--- config.mk ---
export PLATFORM = sky130hd
export DESIGN_NAME = branch_predict_ctrl
export DESIGN_NICKNAME = d
export VERILOG_FILES = /design/src/rtl/branch_predict_ctrl.sv
export SDC_FILE = /design/constraint.sdc
export NUM_CORES = 1
export LEC_CHECK = 0
export ABC_AREA = 1
export CORE_ASPECT_RATIO = 1.2
export CORE_MARGIN = 5
export CORE_UTILIZATION = 50
export CTS_BUF_LIST = sky130_fd_sc_hd__clkbuf_4 sky130_fd_sc_hd__clkbuf_8
export CTS_CLUSTER_DIAMETER = 200
export DETAILED_ROUTE_END_ITERATION = 8
export GPL_TIMING_DRIVEN = 0
export PLACE_DENSITY_LB_ADDON = 0.2
export SETUP_SLACK_MARGIN = 0.15
export SLEW_MARGIN = 20
export SYNTH_ARGS = -nofsm -noshare
export SYNTH_HDL_FRONTEND = slang
export SYNTH_SLANG_ARGS = --single-unit
--- constraint.sdc ---
create_clock -name clk -period 3.65 [get_ports clk]
set_input_delay 0.73 -clock clk [delete_from_list [all_inputs] [get_ports clk]]
set_output_delay 0.73 -clock clk [all_outputs]
set_load 0.03 [all_outputs]
--- src/rtl/branch_predict_ctrl.sv ---
// rtl/branch_predict_ctrl.sv - gshare branch predictor with speculative/committed history and in-order resolve queue
// Mispredict or flush rebuilds the speculative history from the committed one and stalls fetch for one cycle.
module branch_predict_ctrl #(
    parameter int         HIST_BITS = 2,
    parameter int         IDX_BITS  = 4,
    parameter int         INFLIGHT  = 2,
    parameter logic [1:0] PHT_INIT  = 2'b01
) (
    input  logic                         clk,
    input  logic                         rstn,
    input  logic                         pred_valid,
    input  logic [31:0]                  pred_pc,
    output logic                         pred_ready,
    output logic                         pred_taken,
    input  logic                         res_valid,
    input  logic                         res_taken,
    input  logic                         flush,
    output logic                         mispredict,
    output logic [HIST_BITS-1:0]         bhr_spec,
    output logic [HIST_BITS-1:0]         bhr_commit,
    output logic [$clog2(INFLIGHT):0]    inflight_cnt
);

    localparam int CW      = $clog2(INFLIGHT) + 1;
    localparam int PW      = (INFLIGHT > 1) ? $clog2(INFLIGHT) : 1;
    localparam int ENTRIES = 1 << IDX_BITS;

    typedef enum logic {RUN, RECOVER} state_t;

    state_t              state, state_d;
    logic [1:0]          pht    [ENTRIES];
    logic [IDX_BITS-1:0] q_idx  [INFLIGHT];
    logic                q_pred [INFLIGHT];
    logic [PW-1:0]       head, tail;
    logic [IDX_BITS-1:0] idx;
    logic [IDX_BITS-1:0] head_idx;
    logic [1:0]          head_ctr;
    logic                accept, resolve, recover;
    logic [HIST_BITS-1:0] commit_next;

    function automatic logic [PW-1:0] ptr_inc(input logic [PW-1:0] p);
        return (p == PW'(INFLIGHT - 1)) ? '0 : p + 1'b1;
    endfunction

    // New outcome enters at the MSB, oldest outcome falls off the LSB.
    function automatic logic [HIST_BITS-1:0] hist_shift(input logic [HIST_BITS-1:0] h,
                                                        input logic b);
        logic [HIST_BITS:0] t;
        t = {b, h};
        return t[HIST_BITS:1];
    endfunction

    always_comb begin
        idx         = pred_pc[IDX_BITS+1:2] ^ IDX_BITS'(bhr_spec);
        pred_taken  = pht[idx][1];
        pred_ready  = (state == RUN) && (inflight_cnt < CW'(INFLIGHT));
        accept      = pred_valid && pred_ready;
        resolve     = res_valid && (inflight_cnt != '0);
        head_idx    = q_idx[head];
        head_ctr    = pht[head_idx];
        mispredict  = resolve && (res_taken != q_pred[head]);
        recover     = mispredict || flush;
        commit_next = resolve ? hist_shift(bhr_commit, res_taken) : bhr_commit;
        state_d     = recover ? RECOVER : RUN;
    end

    always_ff @(posedge clk or negedge rstn) begin
        if (!rstn) state <= RUN;
        else       state <= state_d;
    end

    always_ff @(posedge clk or negedge rstn) begin
        if (!rstn) begin
            for (int i = 0; i < ENTRIES; i++) pht[i] <= PHT_INIT;
            for (int i = 0; i < INFLIGHT; i++) begin
                q_idx[i]  <= '0;
                q_pred[i] <= 1'b0;
            end
            head         <= '0;
            tail         <= '0;
            inflight_cnt <= '0;
            bhr_spec     <= '0;
            bhr_commit   <= '0;
        end else begin
            if (resolve) begin
                if (res_taken && head_ctr != 2'b11)
                    pht[head_idx] <= head_ctr + 2'd1;
                else if (!res_taken && head_ctr != 2'b00)
                    pht[head_idx] <= head_ctr - 2'd1;
            end
            bhr_commit <= commit_next;
            if (recover) begin
                // Same-cycle accept is dropped; resolve above still trains the PHT.
                head         <= '0;
                tail         <= '0;
                inflight_cnt <= '0;
                bhr_spec     <= commit_next;
            end else begin
                if (accept) begin
                    q_idx[tail]  <= idx;
                    q_pred[tail] <= pred_taken;
                    tail         <= ptr_inc(tail);
                    bhr_spec     <= hist_shift(bhr_spec, pred_taken);
                end
                if (resolve) head <= ptr_inc(head);
                if (accept && !resolve)
                    inflight_cnt <= inflight_cnt + 1'b1;
                else if (!accept && resolve)
                    inflight_cnt <= inflight_cnt - 1'b1;
            end
        end
    end

endmodule
; Yosys cells after proc, flatten, opt, wreduce, memory -nomap -nowiden
; Cells that the tools add are included.
[word_totals]
out_inout_bits = 9
register_bits = 51
wordCells = 107
input_bits = 38
[op_classes]
n_reduce_logical = 22
eq_ne = 2
add_sub_neg = 6
mux = 37
n_bitwise = 7
n_lt_le_gt_ge = 7
[ops]
columns = cell, count
row1 = bitwise mux 32 bit, 2
row2 = two-way mux 32 bit, 2
row3 = two-way mux 2 bit, 11
row4 = binary-select mux 2 bit (select 4 bit), 2
row5 = two-way mux 4 bit, 4
row6 = two-way mux 1 bit, 11
row7 = ">= comparator 5 bit, second input constant", 2
row8 = logical AND 1 bit, 10
row9 = NOT 4 -> 5 bit, 2
row10 = nonzero test 2 bit, 5
row11 = bitwise mux 8 bit, 1
row12 = demux 2 bit (select 4 bit), 1
row13 = "less-than comparator 5 x 1 -> 1 bit, second input constant", 1
row14 = "adder 2 x 1 -> 2 bit, second input constant", 2
row15 = demux 4 bit (select 1 bit), 1
row16 = ">= comparator 2 bit, second input constant", 2
row17 = NOT 1 -> 2 bit, 2
row18 = AND reduction 2 bit, 2
row19 = "subtractor 2 x 1 -> 2 bit, second input constant", 2
row20 = bitwise XOR 4 x 2 -> 4 bit, 1
row21 = zero test 1 bit, 3
row22 = nonzero test 3 bit, 1
row23 = "adder 1 bit, second input constant", 2
row24 = bitwise mux 2 bit, 1
row25 = 7 further kinds, 8

; Longest topological paths before layout
; Gate-level depths: netlist of run 1.
[depth]
word_depth = 12
depth_mapped = 21
depth_no_buf = 19

; Least setup slack after synthesis of run 1
; No wires, ideal clock.
[synth_timing]
kind = reg2reg
start = register head
end = register with a tool-made name
setup_time_ps = 61
stages_incl_launch_ff = 19
n_path_buf = 1
t_arrival_ps = 2475
synth_period_minus_slack_ps = 2536
slack_ps = 1114
required_ps = 3589
path_cell_list = dfrtp_1 buf_6 nand2_2 inv_2 nor2_4 nor2_2 nand2_1 o21ai_0 o21ai_0 nand2_1 inv_1 nand2_1 ha_1 or2_1 o21ai_4 nand2_4 nor2_1 o21ai_0 nand2_1
[synth_lines]
columns = item, line
row1 = from (decl), 34  ; logic [PW-1:0] head, tail;
row2 = from (signal assigned), 105  ; if (resolve) head <= ptr_inc(head);

; Worst setup path in the final report of run 1
[layout_timing]
start = input port pred_pc[2]
end = output port pred_taken
[layout_via]
elab_chain_cells = 5
[layout_rtl]
columns = item, line
row1 = from (decl), 12  ; input logic [31:0] pred_pc,
row2 = bitwise XOR 4 x 2 -> 4 bit, 54  ; idx = pred_pc[IDX_BITS+1:2] ^ IDX_BITS'(bhr_spec);
row3 = NOT 4 -> 5 bit (implied by the code), 55  ; pred_taken = pht[idx][1];
row4 = binary-select mux 2 bit (select 4 bit), 55
row5 = two-way mux 2 bit (implied by the code) (2 in series), 55
row6 = to (decl), 14  ; output logic pred_taken,
; No other way between the ends. The select of a mux whose other input is x is not followed.

==> summary.txt, run 1 <==
Status
  – Outcome: finished clean

Clock network
  – TritonCTS clock tree: built
  – Worst-Skew Late Latency: 310 ps
  – Clock Path Buffers: 2
  – Reg clk slew, reported paths: 90 ps
  – TritonCTS buffer count: 5
  – H-tree depth: 2
  – Clock sinks: 51
  – Clock Tree Root: clkbuf_8

Cells and area
  – Synthesis-to-layout area growth: 11.4%
  – FILL cells: 632
  – Final #Nets: 487
  – ANT cells: 0
  – Layout Cells excl Fill: 533
  – Layout cell share with drive strength beyond 1: 21.4%

Place
  – Placed Instances: 525
  – HPWL after DPL: 5.71 mm
  – Port Buffer Count: 18
  – Place WS: -17.9 ps
  – GPL Wtd Cong: 0.860

Timing
  – Period minus WS final: 3220 ps
  – Final setup viols: 0
  – Max Clk Rate: 310 MHz
  – Slew margin rel.: 56.6%
  – Clock Skews: 6.50 ps
  – Crit share post-route: 88.3%
  – RSZ-0062 raised after global routing: no
  – Setup ws final: 426 ps
  – Worst Tran Pin Value: 646 ps
  – WHS: 446 ps
  – Fin. Hold Viols: 0
  – Slew Viols, Final: 0

Die
  – Die Y: 98.6 um
  – # IOs: 47
  – FP Rows: 32
  – Initial core utilization: 51.0%
  – Core Footprint: 0.00641 mm2
  – Die extent in x: 83.8 um
  – Die Area: 0.00826 mm2

Pwr
  – LEAKAGE: 1.77 nW
  – PD cells: 1010 mW/mm2
  – Pwr Total: 0.00369 W
  – Peak supply drop: 0.000640 V

Critical path
  – Crit path kind: in -> out
  – CP Buf/Inv Count: 3
  – Top delay family on crit path: simple AND/OR/NAND/NOR gates
  – Critical Path Start Type: primary input
  – WP data required: 2920 ps
  – Critical path endpoint category: primary output
  – CP cell instances: clkdlybuf4s50_1, inv_1, nand2_1, nand2_1, nand2_1, nand3_1, nand3_1, nand3_1, nand2_1, clkbuf_2
  – Slowest-stage cell, CP: clkdlybuf4s50_1
  – Delay of the slowest critical-path stage: 520 ps
  – Worst R2R Setup Slack: 640 ps
  – Crit path max fanout: 10
  – CP most frequent cell: nand2_1
  – Critical Path AT: 2490 ps

Synth
  – Ys async rst share: 100%
  – Net Count, Synth: 462
  – Average cell area after synthesis: 7.75 um2
  – Post-Syn Area: 0.00327 mm2
  – Cell with the most instances after synthesis: nand2_1
  – Cells after synthesis: 422
  – Post-synth top cells: nand2_1, inv_1, o21ai_0
  – Synth top area cells: dfrtp_1, nand2_1, dfstp_2
  – Distinct cells, synth: 32
  – Number of synthesized flops with an enable pin: 0
  – Largest area contributor in the netlist: dfrtp_1
  – FF+latch count, synth: 51
  – YS warnings: 0
  – Post-synthesis sequential area ratio: 39.6%
  – Top FF cell, synth: dfrtp_1
  – Yosys top cell area share: 26.8%

Route
  – Total iterations of the first detailed-routing run: 4
  – Remaining antenna violation count: 0
  – Routed length per instance: 13.7 um
  – # DRC: 0
  – Via Count: 2675
  – Via-to-Cell Ratio: 5.02
  – Post-Route WL: 7.32 mm
  – DRT iter0 DRCs: 96

GRT
  – Grt total ovfl: 0
  – First-pass GRT wire length: 12.9 mm
  – Initial antenna violation count: 0
  – Number of global-route vias before repair: 2701
  – Global Route Usage Sum: 19.2%
  – Largest net degree at the start of global routing: 52

Min path
  – Hold WC Path Type: in -> async

Run
  – Max Cap Viol: 0
[final timing paths]
| check | end | from | cells after the start |
|---|---|---|---|
| hold reg to reg | register | register | 2 |
| hold / removal | pht[1]$_DFFE_PN0P_ | rstn | 1 |
| setup reg to reg | register | head$_DFFE_PN0P_ | 18 |
| setup / recovery | pred_taken | pred_pc[2] | 10 |
| min in group clk | register | register | 2 |
| max in group asynchronous | q_idx[6]$_DFFE_PN0P_ | rstn | 1 |
[power breakdown]
group	total, W	switching (W)	leakage (nW)	internal, W
logic	0.00234	0.00158	1.15	0.000765
clock network	0.000353	0.000192	0.0517	0.000161
registers	0.000993	0.000145	0.572	0.000848
total	0.00369	0.00192	1.77	0.00177
[layout make-up]
cell class	count	area, um2	area share [%]
multi-input cells	298	1640	44.9
flip-flops and latches	51	1300	35.6
inverters	67	259	7.11
repair buffers	18	173	4.74
well taps	85	106	2.92
clock buffers	7	90.1	2.47
plain buffers	6	77.6	2.13
clock inverters	1	5.00	0.137
[cell usage in the layout, fill, tap and decap left out, types with 3 or more instances in the layout]
master	n
buf_6	3
clkbuf_8	6
clkdlybuf4s50_1	16
dfrtp_1	35
dfstp_2	16
inv_1	60
inv_2	5
nand2_1	135
nand2_2	9
nand2_4	8
nand3_1	22
nor2_1	12
nor2_2	5
nor2_4	14
o21ai_0	56
o21ai_2	13
o21ai_4	5
[through the flow]
step           setup TNS (ps)  util [%]  area [um2]
2_1_floorplan               0         -        3270
4_1_cts                     0      56.9        3650
5_1_grt                     0      56.9        3640
3_5_place_dp            -17.9      55.5        3550
3_3_place_gp            -28.4      55.5        3560
6_report                    0      56.9        3640
[cells by family (layout without fill, tap and decap cells)]
family                     after synthesis  count (layout)  synth area share (%)
DFF                                     51              51                  39.6
adders and majority gates                2               2                 0.765
AOI/OAI and AO/OA                       78              78                  15.2
xor gates and xnor gates                 4               4                  1.07
and+or+nand+nor                        214             214                  33.0
buffers and inverters                   73              99                  10.3
[per-layer routing]
metal	global-route usage, %	wire length [um]	vias to the layer above
li1	-	-	1366
met1	24.0	3220	1249
met2	33.1	3660	41
met3	2.34	164	19
met4	8.79	265	0
met5	0	0	-
[timing repair]
action	4_1_cts	5_1_grt
setup endpoints to repair	1	1
gates resized for setup	1	2
setup buffers	0	0
hold buffers	0	0
hold endpoints to repair	0	0
Note: power is estimated with default switching activity, not from simulation.
==> inputs of run 2 (changes only) <==
--- a/config.mk
+++ b/config.mk
@@ -6,9 +6,11 @@
 export NUM_CORES = 1
 export LEC_CHECK = 0
 export ABC_AREA = 1
+export CELL_PAD_IN_SITES_DETAIL_PLACEMENT = 1
+export CELL_PAD_IN_SITES_GLOBAL_PLACEMENT = 2
 export CORE_ASPECT_RATIO = 1.2
 export CORE_MARGIN = 5
-export CORE_UTILIZATION = 50
+export CORE_UTILIZATION = 33
 export CTS_BUF_LIST = sky130_fd_sc_hd__clkbuf_4 sky130_fd_sc_hd__clkbuf_8
 export CTS_CLUSTER_DIAMETER = 200
 export DETAILED_ROUTE_END_ITERATION = 8
==> run 2 against run 1 <==
Hold slack lost 15 ps. Non-clock buffer count unchanged. Design area rose by 1.5%. Count of clock-buffer cells in the layout did not move. Core utilization shrank 18 points. Clock skew decreased by 0.55 ps. Die area up 45%. Power increased by 3.7%. Global-route usage down 2.8 points. Wire length up 25%.
==> summary.txt, run 2 (synthesized netlist as in run 1, its figures left out) <==
Timing
  – RSZ-0062 raised after global routing: no
  – Period minus WS final: 3170 ps (-51.7 ps)
  – Final setup viols: 0 (unchanged)
  – Fin. Hold Viols: 0 (unchanged)
  – Max Clk Rate: 315 MHz (+1.6%)
  – Slew margin rel.: 54.6% (-2.0 points)
  – Crit share post-route: 86.9% (-1.4 points)
  – Worst Tran Pin Value: 681 ps (+34.6 ps)
  – Clock Skews: 5.95 ps (-0.548 ps)
  – Slew Viols, Final: 0 (unchanged)
  – Setup TNS: 0 ps (unchanged)

Place
  – GPL Wtd Cong: 0.768 (-11%)
  – HPWL after DPL: 7.00 mm (+23%)
  – Port Buffer Count: 18 (unchanged)
  – Placed Instances: 563 (+7.2%)

Critical path
  – Crit path kind: reg -> reg
  – WP data required: 3920 ps (+1000 ps)
  – Critical path endpoint category: register
  – Crit path max fanout: 10 (unchanged)
  – Critical Path Start Type: register
  – Critical Path AT: 3440 ps (+950 ps)

Pwr
  – PD cells: 1030 mW/mm2 (+2.1%)
  – Peak supply drop: 0.000372 V (-42%)
  – LEAKAGE: 1.78 nW (+0.18%)

Clock network
  – Clock sinks: 51 (unchanged)
  – Worst-Skew Late Latency: 320 ps (about the same)
  – TritonCTS clock tree: built
  – TritonCTS buffer count: 5 (unchanged)
  – Clock Path Buffers: 2 (unchanged)
  – H-tree depth: 2 (unchanged)
  – Clock Tree Root: clkbuf_8
  – Hold Buf Count CTS: 0 (unchanged)
  – Reg clk slew, reported paths: 100 ps (about the same)

Die
  – FP Rows: 39 (+22%)
  – Die Y: 119 um (+21%)
  – Die extent in x: 101 um (+20%)
  – Core Footprint: 0.00961 mm2 (+50%)
  – # IOs: 47 (unchanged)
  – Initial core utilization: 34.0% (-17 points)
  – Die Area: 0.0120 mm2 (+45%)

GRT
  – Largest net degree at the start of global routing: 52 (unchanged)
  – Initial antenna violation count: 0 (unchanged)
  – First-pass GRT wire length: 15.3 mm (+19%)
  – Global Route Usage Sum: 16.5% (-2.8 points)
  – Grt total ovfl: 0 (unchanged)
  – Number of global-route vias before repair: 2971 (+10%)

Status
  – Outcome: finished clean

Cells and area
  – Layout cell share with drive strength beyond 1: 21.7% (+0.22 points)
  – FILL cells: 1173 (+86%)
  – Final core utilization: 38.5% (-18 points)
  – Final #Nets: 487 (unchanged)
  – Layout Cells excl Fill: 571 (+7.1%)
  – ANT cells: 0 (unchanged)
  – Most frequent cells in the layout: nand2_1, inv_1, o21ai_0
  – Most common cell after layout, fill and taps aside: nand2_1
  – Synthesis-to-layout area growth: 13.2%

Route
  – Via Count: 2700 (+0.93%)
  – DRT iter0 DRCs: 129 (+34%)
  – Via-to-Cell Ratio: 4.73 (-5.8%)
  – Total iterations of the first detailed-routing run: 4 (unchanged)
  – Routed length per instance: 16.0 um (+17%)
  – # DRC: 0 (unchanged)
  – Remaining antenna violation count: 0 (unchanged)
  – Post-Route WL: 9.13 mm (+25%)

Run
  – Max Cap Viol: 0 (unchanged)

Min path
  – Hold WC Path Type: in -> async
run 2: cell counts in the layout (fill, tap and decap cells not counted):
Identical to the previous run, type by type.
run 2: report_power, final:
part / switching, W / leakage [nW] / internal (W)
registers: 0.000145 / 0.572 / 0.000848
clock network: 0.000200 / 0.0493 / 0.000160
logic: 0.00170 / 1.16 / 0.000772
total: 0.00205 / 1.78 / 0.00178
run 2: critical path, cell delays in order (launching register included):
cell and delay (ps):
dfrtp_1 420, buf_6 170, nand2_2 100, inv_2 50
nor2_4 230, nor2_2 140, nand2_1 70, o21ai_0 70
o21ai_0 150, nand2_1 130, inv_1 70, nand2_1 50
ha_1 190, or2_1 280, o21ai_4 320, nand2_4 180
nor2_1 270, o21ai_0 150, nand2_1 80
run 2: routing by layer:
metal | share of wire, % | global-route usage, % | routed length, um | up-vias
li1 | - | - | - | 1364
met1 | 45 | 20.3 | 4080 | 1300
met2 | 52 | 29.3 | 4700 | 28
met3 | 1.9 | 2.28 | 172 | 8
met4 | 1.9 | 5.05 | 176 | 0
met5 | 0 | 0 | 0 | -
run 2: path summary, 6_finish.rpt:
check                                  from                       to  slack [ps]  depth (start not counted)
max                        head$_DFFE_PN0P_                 register         480                         18
min                                    rstn      pht[29]$_DFFE_PN0P_         430                          1
max reg2reg                head$_DFFE_PN0P_                 register         480                         18
min reg2reg                        register                 register         490                          2
max in group asynchronous              rstn  bhr_spec[1]$_DFFE_PN0P_        2750                          1
min in group clk                   register                 register         490                          2
run 2: repair_timing:
action / in CTS / in global routing
setup endpoints to repair: 1 / 1
pin swaps: 0 / 0
buffers inserted: 0 / 0
resized for setup: 2 / 3
hold endpoints to repair: 0 / 0
run 2: final cells by class:
cell class / instances / area (um2) / share of cell area [%]
multi-input cells: 298 / 1650 / 44.5
flip-flops and latches: 51 / 1300 / 35.0
inverters: 67 / 259 / 7.00
repair buffers: 18 / 173 / 4.67
well taps: 123 / 154 / 4.16
clock buffers: 7 / 90.1 / 2.43
plain buffers: 6 / 77.6 / 2.10
clock inverters: 1 / 3.75 / 0.101
run 2: through the flow:
| step | total power (W) | area [um2] | hold slack, ps | worst slack, ps |
|---|---|---|---|---|
| detailed placement | 0.00352 | 3600 | 469 | -123 |
| floorplan | 0.00281 | 3270 | 434 | 1110 |
| CTS | 0.00390 | 3700 | 459 | 181 |
| finish | 0.00383 | 3700 | 430 | 478 |
| global placement | 0.00347 | 3600 | 466 | -142 |
| global route | 0.00419 | 3700 | 489 | 159 |
